$ cat src/rtl/ariane_pkg.sv
// Shared core types used by the BTB write path.
// Provides the branch-resolution and BTB-update payloads, control-flow kinds,
// and the default depth of the BTB update queue.
package ariane_pkg;

    localparam int unsigned BTB_UPD_QUEUE_DEPTH = 4;

    typedef enum logic [2:0] {
        NoCF   = 3'd0,
        Branch = 3'd1,
        Jump   = 3'd2,
        JumpR  = 3'd3,
        Return = 3'd4
    } cf_t;

    typedef struct packed {
        logic        valid;
        logic [63:0] pc;
        logic [63:0] target_address;
        logic        is_mispredict;
        cf_t         cf_type;
    } bp_resolve_t;

    typedef struct packed {
        logic        valid;
        logic [63:0] pc;
        logic [63:0] target_address;
    } btb_update_t;

endpackage

$ cat src/rtl/btb_update_queue_pkg.sv
// Local types for the BTB update queue: one queued {pc, target} entry.
package btb_update_queue_pkg;

    typedef struct packed {
        logic [63:0] pc;
        logic [63:0] target_address;
    } btb_upd_entry_t;

endpackage

$ cat src/rtl/btb_update_queue.sv
// Coalescing FIFO of resolved JALR mispredicts feeding the frontend BTB.
// Ports:
//   clk_i, rst_ni        clock, synchronous active-low reset
//   flush_i              discard all queued updates
//   debug_mode_i         hold contents: no enqueue, no drain
//   resolved_branch_i    branch resolution from execute
//   wr_ready_i           BTB write port free this cycle
//   btb_update_o         update toward the BTB (head entry)
//   full_o, empty_o      occupancy flags
//   drop_cnt_o           saturating count of updates lost to a full queue
module btb_update_queue
    import btb_update_queue_pkg::*;
#(
    parameter int unsigned DEPTH      = ariane_pkg::BTB_UPD_QUEUE_DEPTH,
    parameter int unsigned DROP_CNT_W = 8
) (
    input  logic                    clk_i,
    input  logic                    rst_ni,
    input  logic                    flush_i,
    input  logic                    debug_mode_i,
    input  ariane_pkg::bp_resolve_t resolved_branch_i,
    input  logic                    wr_ready_i,
    output ariane_pkg::btb_update_t btb_update_o,
    output logic                    full_o,
    output logic                    empty_o,
    output logic [DROP_CNT_W-1:0]   drop_cnt_o
);

    localparam int unsigned PTR_W = (DEPTH > 1) ? $clog2(DEPTH) : 1;
    localparam int unsigned CNT_W = PTR_W + 1;

    btb_upd_entry_t         mem_q [DEPTH];
    btb_upd_entry_t         mem_d [DEPTH];
    logic [DEPTH-1:0]       vld_q, vld_d;
    logic [PTR_W-1:0]       head_q, head_d;
    logic [PTR_W-1:0]       tail_q, tail_d;
    logic [CNT_W-1:0]       cnt_q, cnt_d;
    logic [DROP_CNT_W-1:0]  drop_q, drop_d;

    logic                   full_c, empty_c;
    logic                   pop_c, cand_c;
    logic                   match_any_c;
    logic [PTR_W-1:0]       match_idx_c;
    logic                   coalesce_c, push_c, drop_c;

    // Candidate classification, CAM match and push/pop/drop decisions
    always_comb begin
        full_c      = (cnt_q == CNT_W'(DEPTH));
        empty_c     = (cnt_q == '0);
        pop_c       = !empty_c && wr_ready_i && !debug_mode_i && !flush_i;
        cand_c      = resolved_branch_i.valid && resolved_branch_i.is_mispredict &&
                      (resolved_branch_i.cf_type == ariane_pkg::JumpR) &&
                      !debug_mode_i && !flush_i;
        match_any_c = 1'b0;
        match_idx_c = '0;
        // Queued PCs are unique, so at most one entry hits
        for (int unsigned i = 0; i < DEPTH; i++) begin
            if (vld_q[i] && (mem_q[i].pc[63:1] == resolved_branch_i.pc[63:1])) begin
                match_any_c = 1'b1;
                match_idx_c = PTR_W'(i);
            end
        end
        // A hit on the head that is leaving this cycle must re-allocate,
        // otherwise the newer target would leave with nothing to hold it
        coalesce_c = cand_c && match_any_c && !(pop_c && (match_idx_c == head_q));
        push_c     = cand_c && !coalesce_c && (!full_c || pop_c);
        drop_c     = cand_c && !coalesce_c && full_c && !pop_c;
    end

    // Next-state for storage, pointers and counters
    always_comb begin
        mem_d  = mem_q;
        vld_d  = vld_q;
        head_d = head_q;
        tail_d = tail_q;
        cnt_d  = cnt_q;
        drop_d = drop_q;
        if (flush_i) begin
            vld_d  = '0;
            head_d = '0;
            tail_d = '0;
            cnt_d  = '0;
        end else begin
            if (coalesce_c) begin
                mem_d[match_idx_c].target_address = resolved_branch_i.target_address;
            end
            if (pop_c) begin
                vld_d[head_q] = 1'b0;
                head_d        = head_q + PTR_W'(1);
            end
            // Pop is applied first so a full queue can reuse the slot it frees
            if (push_c) begin
                mem_d[tail_q].pc             = resolved_branch_i.pc;
                mem_d[tail_q].target_address = resolved_branch_i.target_address;
                vld_d[tail_q]                = 1'b1;
                tail_d                       = tail_q + PTR_W'(1);
            end
            cnt_d = cnt_q + CNT_W'(push_c) - CNT_W'(pop_c);
            if (drop_c && (drop_q != '1)) begin
                drop_d = drop_q + DROP_CNT_W'(1);
            end
        end
    end

    // State registers
    always_ff @(posedge clk_i) begin
        if (!rst_ni) begin
            for (int unsigned i = 0; i < DEPTH; i++) begin
                mem_q[i] <= '0;
            end
            vld_q  <= '0;
            head_q <= '0;
            tail_q <= '0;
            cnt_q  <= '0;
            drop_q <= '0;
        end else begin
            mem_q  <= mem_d;
            vld_q  <= vld_d;
            head_q <= head_d;
            tail_q <= tail_d;
            cnt_q  <= cnt_d;
            drop_q <= drop_d;
        end
    end

    // Head entry drives the BTB directly from registers
    always_comb begin
        btb_update_o.valid          = pop_c;
        btb_update_o.pc             = mem_q[head_q].pc;
        btb_update_o.target_address = mem_q[head_q].target_address;
    end

    assign full_o     = full_c;
    assign empty_o    = empty_c;
    assign drop_cnt_o = drop_q;

endmodule

$ cat config.mk
export PLATFORM = sky130hd
export DESIGN_NAME = btb_update_queue
export DESIGN_NICKNAME = d
export VERILOG_FILES = /design/src/rtl/ariane_pkg.sv /design/src/rtl/btb_update_queue_pkg.sv /design/src/rtl/btb_update_queue.sv
export SDC_FILE = /design/constraint.sdc
export NUM_CORES = 1
export LEC_CHECK = 0
export CAP_MARGIN = 10
export CORE_UTILIZATION = 54
export DETAILED_ROUTE_END_ITERATION = 16
export PLACE_DENSITY_LB_ADDON = 0.3
export SKIP_CTS_REPAIR_TIMING = 1
export SYNTH_ARGS = -nofsm -noshare
export SYNTH_HDL_FRONTEND = slang
export SYNTH_SLANG_ARGS = --single-unit
$ cat constraint.sdc
create_clock -name clk_i -period 9.5 [get_ports clk_i]
set_input_delay 1.9 -clock clk_i [delete_from_list [all_inputs] [get_ports clk_i]]
set_output_delay 1.9 -clock clk_i [all_outputs]
set_load 0.02 [all_outputs]
==> flow_summary.toml <==
[yosys]
postSynthRegisterBits = 531
synthesis.nets = 2669
netlist_instances = 2520
avgSynthCellArea_sq_um = 10.5
yosys_warnings = 0
syn_area_sq_um = 26500
synth_edf_count = 0
yosysMostFrequentCell = "dfxtp_1"
ys_types = 55
synth_ff_type = "dfxtp_1"
netlist.area_leader.share_pct = 40.1
synth_top_area_cell = "dfxtp_1"
synth.area.top_cells = "dfxtp_1, mux2i_1, mux4_2"
ys_seq_area_share_pct = 40.1
synthTopCellsByCount = "dfxtp_1, mux2i_1, nand2_1"
async_reset_ff_share_pct = 0

[sta]
finalClockSkew_ns = 0.0297
setup_tns_ns = 0
slew-limit-headroom_pct = 26.9
tightest_slew_ns = 1.10
hold-worst-slack_ns = 0.456
layout_setup_ws_ns = 3.10
post-route-min-period_ns = 6.40
hold_viol_final = 0
clock.fmax_ghz = 0.156
finalSetupViolations = 0
rsz0062_at_grt = "no"
fin_crit_sh_pct = 67.3
slew_violations = 0

[drt]
wire_per_inst_um = 23.4
firstDrtPassIters = 5
drtIter0Drc = 1264
wl_mm = 77.6
vias_per_cell = 5.74
drcViolationCount = 0
postRouteAntennaNets = 0
vias = 19075

[finish]
fin_nets = 2811
fin_cells = 3321
area_growth_pct = 16.9
post_route_cells_drive_above_1_share_pct = 9.62

[placed_design]
dp.final_hpwl_mm = 54.7
gp_congestion = 1.00
numPortBuffers = 276
pre_cts_slack_ns = 2.47
dp_cells = 3219

[grt]
grt_overflow = 0
grt_pass1_wl_mm = 118
antenna_found_initial = 8
top_usage_layer = "met2"
use_met2_pct = 51.9
use_met3_pct = 6.77
grt_util_all_layers_pct = 30.9
met1_usage_pct = 37.9
grt_max_degree = 195
grt_pass1_vias = 19409

[cts]
root_buffer = "clkbuf_16"
insertion_delay_ns = 0.64
max-clock-path-buffers = 3
cts_max_level = 2
tritoncts = "built"
numCtsBuffers = 56
cts.clk_slew.worst_paths_ns = 0.06
cts_sinks = 531

[critical_path]
crit_path_end_kind = "flop"
worstPathCellList = "clkdlybuf4s50_1 -> xnor2_1 -> nand4_1 -> nor4_1 -> nand4_1 -> nor2_1 -> nor3_1 -> a22oi_2 -> o22ai_4 -> buf_4 -> a21oi_4 -> buf_4 -> mux2i_1"
critical_path_buf_inv_count = 3
crit_fanout = 33
cp-start-kind = "primary input"
crit_type = "primary input to flop"
cp_data_required_time_ns = 10.05
slowest_delay_ns = 0.85
slowest_stage = "a21oi_4"
cp.arrival_ns = 6.95
cp_top_family = "compound AO/OA/AOI/OAI gates"

[die]
die_width_um = 224
rows = 80
die_h_um = 224
coreArea_sq_um = 48000
io_pins = 277
start_util_pct = 55.1
dieArea_sq_um = 50000

[min_path]
hold_path_class = "flop to flop"

[job]
maxCapViolCount = 0

[power_and_ir_drop]
p_leak_nw = 11.2
peakVddDrop_uv = 144
powerDensity_nw_per_um2 = 150

[run_status]
status = "completed"
[worst reg2reg max path, cell delays in order (launching register included)]
cell,delay (ns)
dfxtp_1,0.33
xnor2_1,0.47
nand4_1,0.19
nor4_1,0.59
nand4_1,0.26
nor3_1,0.45
a22oi_2,0.34
o32ai_4,0.31
buf_4,0.51
buf_4,0.77
mux2i_1,0.35
nor2b_1,0.08
[registers in the layout (all words and copies together) (netlist names)]
name / flops
cnt_q: 3
drop_cnt_o: 8
vld_q: 4
tail_q: 2
head_q: 2
mem_q: 512
[cells in the final DEF, fill, tap and decap left out, types with 12 or more instances in the layout]
cell and count:
clkdlybuf4s50_1 275, nor2b_1 244, xor2_1 42, and2_1 30, nor4_1 25, buf_4 24
nand4_1 44, nand2b_1 34, nand2_1 340, mux4_2 128, clkinv_2 12, dfxtp_1 529
mux2i_1 517, nor2_1 20, clkbuf_16 56, xnor2_1 146, o22ai_1 27, inv_1 77
[logic make-up after synthesis]
kind of cell	count (synthesis)	synth area share (%)
and+or+nand+nor	765	14.7
muxes	645	30.4
DFF	531	40.1
buffers and inverters	295	5.60
xor gates and xnor gates	188	6.21
AOI/OAI and AO/OA	85	2.38
adders and majority gates	11	0.548
[per-layer routing]
metal  wire, um  part of all wire [%]  vias up
met5         69                 0.089        -
met4       3480                   4.5       10
met3       5050                   6.5      156
met2      37800                    49      567
met1      31200                    40     9406
li1           -                     -     8936
[final timing paths]
check,from,depth (start not counted),to,slack [ns]
min reg2reg,mem_q[37],2,mem_q[37],0.46
min,mem_q[37],2,mem_q[37],0.46
max reg2reg,mem_q[193],11,mem_q[487],4.72
max,resolved_branch_i[113],13,mem_q[182],3.10
[power breakdown]
group	total (mW)	internal [mW]	switching [mW]
logic	0.271	0.110	0.160
registers	2.23	2.23	0.00102
clock network	2.16	1.22	0.945
[through the flow]
step	utilization (%)	cell area, sq um	power [mW]
floorplan	-	26500	2.43
global placement	60.7	29100	2.54
detailed placement	60.7	29100	2.54
CTS	64.4	31000	4.69
global route	64.4	31000	4.79
finish	64.4	31000	4.66
[cell type report]
class | count | area [sq um]
Antenna cell | 3 | 7.51
Clock buffer | 75 | 1560
Clock inverter | 24 | 250
Fill cell | 3825 | 17100
Inverter | 77 | 289
Multi-Input combinational cell | 1694 | 14500
Sequential cell | 531 | 10600
Tap cell | 615 | 769
Timing Repair Buffer | 302 | 2990
No activity file was read; power rests on OpenSTA's default activity.
